==> config.mk <==
export PLATFORM = sky130hd
export DESIGN_NAME = rr_arbiter8
export DESIGN_NICKNAME = d
export VERILOG_FILES = /design/src/rtl/arb_pkg.sv /design/src/rtl/rr_pick8.sv /design/src/rtl/rr_arbiter8.sv
export SDC_FILE = /design/constraint.sdc
export NUM_CORES = 1
export LEC_CHECK = 0
export ABC_CLOCK_PERIOD_IN_PS = 3500
export CAP_MARGIN = 10
export CELL_PAD_IN_SITES_DETAIL_PLACEMENT = 1
export CELL_PAD_IN_SITES_GLOBAL_PLACEMENT = 1
export CORE_ASPECT_RATIO = 1.25
export CORE_MARGIN = 2
export CORE_UTILIZATION = 30
export CTS_CLUSTER_SIZE = 30
export DETAILED_ROUTE_END_ITERATION = 12
export PLACE_DENSITY = 0.7
export SKIP_CTS_REPAIR_TIMING = 1
export SLEW_MARGIN = 20
export SYNTH_ARGS = -nofsm -noshare
export SYNTH_HDL_FRONTEND = slang
export SYNTH_SLANG_ARGS = --single-unit
==> constraint.sdc <==
create_clock -name clk -period 3.5 [get_ports clk]
set_input_delay 0.7 -clock clk [delete_from_list [all_inputs] [get_ports clk]]
set_output_delay 0.7 -clock clk [all_outputs]
set_load 0.02 [all_outputs]
==> src/rtl/arb_pkg.sv <==
// Shared types and constants for the eight-client round-robin arbiter.
package arb_pkg;
    localparam int NREQ = 8;

    typedef logic [2:0] req_idx_t;

    typedef enum logic {
        IDLE,
        GRANT
    } arb_state_t;
endpackage

==> src/rtl/rr_pick8.sv <==
// Masked circular priority encoder: first eligible request at or after ptr, wrapping mod 8.
module rr_pick8
    import arb_pkg::*;
(
    input  logic [7:0] req,
    input  logic [2:0] ptr,
    input  logic [7:0] mask,
    output logic       any,
    output logic [2:0] idx,
    output logic [7:0] onehot
);
    logic [7:0] eligible;
    logic [7:0] rot;
    req_idx_t   offset;

    // mask bit set means that client is excluded from this pick
    assign eligible = req & ~mask;

    generate
        for (genvar gi = 0; gi < NREQ; gi++) begin : g_rot
            assign rot[gi] = eligible[req_idx_t'(ptr + req_idx_t'(gi))];
        end
    endgenerate

    always_comb begin
        offset = '0;
        for (int i = NREQ - 1; i >= 0; i--) begin
            if (rot[i]) begin
                offset = req_idx_t'(i);
            end
        end
    end

    assign any    = |rot;
    assign idx    = ptr + offset;
    assign onehot = any ? (8'd1 << idx) : 8'd0;
endmodule

==> src/rtl/rr_arbiter8.sv <==
// Eight-requester round-robin arbiter with registered one-hot/encoded grant and
// an optional hold limit that forces rotation when other clients are waiting.
module rr_arbiter8
    import arb_pkg::*;
#(
    parameter int HOLD_MAX = 8
) (
    input  logic       clk,
    input  logic       reset_n,
    input  logic [7:0] req,
    output logic [7:0] gnt,
    output logic [2:0] gnt_idx,
    output logic       gnt_valid
);
    localparam int HCW = (HOLD_MAX > 0) ? (($clog2(HOLD_MAX + 1) > 0) ? $clog2(HOLD_MAX + 1) : 1) : 1;
    localparam logic [HCW-1:0] HOLD_LAST = HCW'((HOLD_MAX == 0) ? 0 : HOLD_MAX - 1);

    arb_state_t     state_reg;
    logic [7:0]     gnt_reg;
    req_idx_t       idx_reg;
    logic           valid_reg;
    req_idx_t       ptr_reg;
    logic [HCW-1:0] hold_cnt_reg;

    logic       pick_any;
    req_idx_t   pick_idx;
    logic [7:0] pick_onehot;
    logic [7:0] pick_mask;
    logic       limit_hit;
    logic       owner_req;
    logic       take_new;

    // While granting, the owner is masked: a pick that succeeds is always
    // someone else, which is exactly what both release and timeout need.
    assign pick_mask = (state_reg == GRANT) ? gnt_reg : 8'd0;
    assign owner_req = req[idx_reg];
    assign limit_hit = (HOLD_MAX != 0) && (hold_cnt_reg == HOLD_LAST);

    rr_pick8 u_pick (
        .req    (req),
        .ptr    (ptr_reg),
        .mask   (pick_mask),
        .any    (pick_any),
        .idx    (pick_idx),
        .onehot (pick_onehot)
    );

    always_comb begin
        take_new = 1'b0;
        if (pick_any) begin
            take_new = (state_reg == IDLE) || !owner_req || limit_hit;
        end
    end

    always_ff @(posedge clk) begin
        if (!reset_n) begin
            state_reg    <= IDLE;
            gnt_reg      <= 8'd0;
            idx_reg      <= '0;
            valid_reg    <= 1'b0;
            ptr_reg      <= '0;
            hold_cnt_reg <= '0;
        end else if (take_new) begin
            state_reg    <= GRANT;
            gnt_reg      <= pick_onehot;
            idx_reg      <= pick_idx;
            valid_reg    <= 1'b1;
            ptr_reg      <= pick_idx + req_idx_t'(1);
            hold_cnt_reg <= '0;
        end else if (state_reg == GRANT && owner_req) begin
            if (hold_cnt_reg != HOLD_LAST) begin
                hold_cnt_reg <= hold_cnt_reg + 1'b1;
            end
        end else begin
            state_reg    <= IDLE;
            gnt_reg      <= 8'd0;
            idx_reg      <= '0;
            valid_reg    <= 1'b0;
            hold_cnt_reg <= '0;
        end
    end

    assign gnt       = gnt_reg;
    assign gnt_idx   = idx_reg;
    assign gnt_valid = valid_reg;
endmodule

==> results list <==
- Outcome: finished with violations
* Violated checks: negative setup slack
- The area growth from synthesis to layout is 46.2%.
* Count of vias placed by the detailed router: ~1,400
- The register with the most flip-flops in the layout has 8 of them.
- Weighted congestion at the end of routability-driven global placement: approximately 0.82
* Crit path max fanout: 3
- Fill cells in the final layout number about 560.
- Slowest stage cell, crit path: sky130_fd_sc_hd__mux4_2
- Launch point of the worst reg-to-reg path: ptr_reg[0]
- Number of antenna violations at the first check in global routing: 0
- Yosys cell types: 41
- CTS built an H-tree with a depth of 1.
- Once layout is done, the placed cells without fillers occupy 2380 um^2.
- In this run the vertical extent of the chip is 86.5 um.
* Pin count of the biggest net entering global routing: 20
* Mean instance size in the synthesized netlist: around 11 um^2
- The cell sitting at the root of the clock tree is a sky130_fd_sc_hd__clkbuf_8.
- Setup slack on the worst reg-to-reg path comes out at -0.04 ns.
- Worst hold path stage count: 2
* Inserted Clock Buffers: 3
- Summed over all nets, the half-perimeter wirelength after detailed placement is about 3500 um.
* Post-Synthesis Net Count: roughly 170
- For the worst flop-to-flop path, the logic depth is 14.
- In this run, synthesis produced a sequential element count of 19.
* Number of standard cells in the layout, taps in and fillers out: roughly 260
- Horizontal extent of the die: 70.0 um
- The path with the worst hold slack has its endpoint at gnt[7].
- Average wire per cell in the routed design: 20.5 um
- Hold wc startpoint: gnt[7]
* Count of flip-flops with a built-in enable after synthesis: 0
* Share of total power in the clock network: 0.065
- Row Count: 30
- Initial core utilization: 0.306
* Async S/R FF share, synth: 0
* Relative contribution of sequential cells to total power: 0.151
- The largest single stage delay on the critical path is between 0.5 and 0.6 ns.
* P_int: 1.38 mW
- For the worst setup path, the data required time is 3.65 ns.
* Clock-pin slew reported for the worst setup and hold paths after clock tree synthesis: roughly 0.07 ns
- Post-layout worst setup margin: -0.0405 ns
* Diodes inserted: 0
- Summed over all cells, the static leakage comes to around 0.96 nW.
- The worst pin sits at a relative slew slack of 0.352.
- For this run, the share of the core covered by cells in the final layout is 0.447.
- Of the total power, the share spent switching nets is 0.427.
* Clock tree from TritonCTS: done
- Number of nets in the final layout: around 210
- Of the cells placed in the final design, the portion with a size suffix greater than 1 is 0.508.
- Dividing the detail-routed via count by the number of cells gives about 5.5.
- Hold crit path type: flop to flop
- No sink is reached through more buffers than the 2 on the longest clock path.
* Overall Global Routing Usage: 0.143
* Min Tclk post-route: 3.54 ns
- The worst setup path is launched from a primary input.
- Most used flip-flop cell after synthesis: sky130_fd_sc_hd__dfxtp_1
* Count of yosys warnings during synthesis: 0
- Clock tree synthesis found a total of 19 sinks.
- Number of cells produced by synthesis: between 100 and 150
- Synth Cell Area: 1630 um^2
- Multi-input gate area in the final layout: roughly 1400 um^2
- The design draws about 2.4 mW.
- Worst VDD drop: 0.316 mV
- Of the total power, combinational logic draws 0.784.
- Crit. End Element: flop
- PortBufs: 21
* Power spent charging and discharging nets: slightly above 1 mW
* Die outline area: ~6000 um^2
- Clock latency of the later-clocked register in the worst-skew pair: approximately 0.25 ns
- The total area inside the core boundary comes to between 5000 and 6000 um^2.
- Sequential cell area: around 390 um^2
- MaxCap Viol Count: 0
- Timing analysis after detailed placement gives a worst setup slack of -0.665 ns.
- The routed design has 5260 um of wire.
- Setup repair after global routing could not meet its margin everywhere.
- The clock arrives with between 0.0015 and 0.002 ns of skew.
* Data arrival at the endpoint of the critical path: around 3.7 ns
- The count of final max-slew check failures is 0.
- At the pin with the least slew margin, the transition time is roughly 0.96 ns.
- Number of global-route vias before repair: 1,355
- Overflow left after global routing: 0
* Iter 0 DRT Violations: 66
* Endpoint of the worst-slack reg-to-reg timing path: gnt[1]
* Post-route DRC: 0
- Worst slack on hold paths: 0.534 ns
* Cell chain of the critical path: dlymetal6s2s_1 > mux2i_1 > a21oi_2 > mux4_2 > and2b_1 > o21bai_1 > a21boi_1 > o21ba_2 > ha_4 > inv_2 > fa_2 > buf_4 > ha_1 > a32o_2
- In this run, placement finished with an instance count of 246.
* Antenna-violating nets left: 0
- Setup total negative slack on the finished layout was measured at -0.133 ns.
- 22 I/O pins were placed.
- The final count of hold timing violations was 0.
- After detailed placement, the total cell area comes to between 1500 and 2000 um^2.
- Of the synthesized area, sequential elements account for 0.233.
* First-pass GRT wire length: ~6900 um
* Power per Cell Area: 1010 nW/um^2
- CP Class: primary input to flop
- In the finished design, the share of the clock period the worst path needs comes to 1.01.
- Setup violations remaining at the end of the flow were counted as 6.
* Initial DRT Pass Iterations: 3
- Timing would allow up to between 200 and 300 MHz.
## power by group through the flow
stage	Sequential (mW)	Clock [mW]	Combinational, mW
after floorplan	0.359	0	0.876
after global placement	0.342	0	1.39
after detailed placement	0.345	0	1.43
after CTS	0.341	0.160	1.44
after global routing	0.373	0.170	2.02
final	0.363	0.157	1.89
## cells in the mapped netlist, drive strengths merged (6+ instances only)
cell	number	area [um^2]
dfxtp	19	380
a21oi	10	50.1
mux2i	10	100
mux4	10	236
a21o	9	67.6
ha	9	113
nand3	9	45.0
mux2	8	90.1
a32o	7	75.1
nand2	6	22.5
o21ai	6	30.0
## worst max-delay path by stage
stage	start	to	slack, ns	cells past startpoint
after floorplan	req[3]	ptr_reg[2]	0.005	15
after global placement	req[1]	ptr_reg[2]	-0.58	16
after detailed placement	req[7]	ptr_reg[2]	-0.67	16
after CTS	req[7]	ptr_reg[2]	-0.47	16
after global routing	ptr_reg[0]	ptr_reg[2]	-0.18	16
final	req[2]	gnt[1]	-0.04	14
## routing by layer
layer	routed length [um]	vias to the layer above	part of all wire	global-route usage
li1	-	663	-	-
met1	2160	707	0.41	0.177
met2	2870	21	0.55	0.271
met3	113	12	0.021	0.0209
met4	121	0	0.023	0.0157
met5	0	-	0	0
## critical path: cells and delay by family
family	cells	cell delay [ns]
AO/OA/AOI/OAI	5	0.83
multiplexers	2	0.78
AND/OR/NAND/NOR	1	0.19
adder cells (fa/ha/maj)	3	0.81
buffers and inverters	3	0.38
## placed cells by master, fill, tap and decap left out, types with 3 or more instances in the layout
| cell type | netlist | final |
|---|---|---|
| sky130_fd_sc_hd__a21o_1 | 9 | 8 |
| sky130_fd_sc_hd__a21oi_2 | 0 | 7 |
| sky130_fd_sc_hd__a32o_1 | 3 | 3 |
| sky130_fd_sc_hd__a32o_2 | 4 | 4 |
| sky130_fd_sc_hd__buf_4 | 0 | 22 |
| sky130_fd_sc_hd__buf_6 | 2 | 3 |
| sky130_fd_sc_hd__clkbuf_8 | 4 | 3 |
| sky130_fd_sc_hd__clkdlybuf4s50_1 | 0 | 13 |
| sky130_fd_sc_hd__dfxtp_1 | 19 | 17 |
| sky130_fd_sc_hd__dlymetal6s2s_1 | 0 | 6 |
| sky130_fd_sc_hd__ha_1 | 9 | 4 |
| sky130_fd_sc_hd__ha_4 | 0 | 5 |
| sky130_fd_sc_hd__inv_1 | 5 | 3 |
| sky130_fd_sc_hd__mux2_2 | 2 | 4 |
| sky130_fd_sc_hd__mux2_4 | 0 | 3 |
| sky130_fd_sc_hd__mux2i_1 | 10 | 4 |
| sky130_fd_sc_hd__mux2i_4 | 0 | 5 |
| sky130_fd_sc_hd__mux4_2 | 7 | 9 |
| sky130_fd_sc_hd__nand2_1 | 6 | 6 |
| sky130_fd_sc_hd__nand3_1 | 9 | 8 |
| sky130_fd_sc_hd__nor2_1 | 4 | 3 |
| sky130_fd_sc_hd__nor3_2 | 4 | 4 |
| sky130_fd_sc_hd__o21ai_1 | 4 | 3 |
| sky130_fd_sc_hd__xnor2_2 | 0 | 3 |
## cell type report
class / count / share of cell area
Sequential cell: 19 / 0.162
Clock buffer: 4 / 0.0189
Timing Repair Buffer: 49 / 0.203
Inverter: 5 / 0.00787
Tap cell: 64 / 0.0336
Multi-Input combinational cell: 116 / 0.575
## cell families after synthesis
group	count (synthesis)	share of synthesized area
AOI/OAI and AO/OA	42	0.195
xor gates and xnor gates	5	0.0268
adders and majority gates	10	0.0813
buffers and inverters	13	0.0736
DFF	19	0.233
muxes	28	0.262
and+or+nand+nor	31	0.129
No activity file was read; power rests on OpenSTA's default activity.
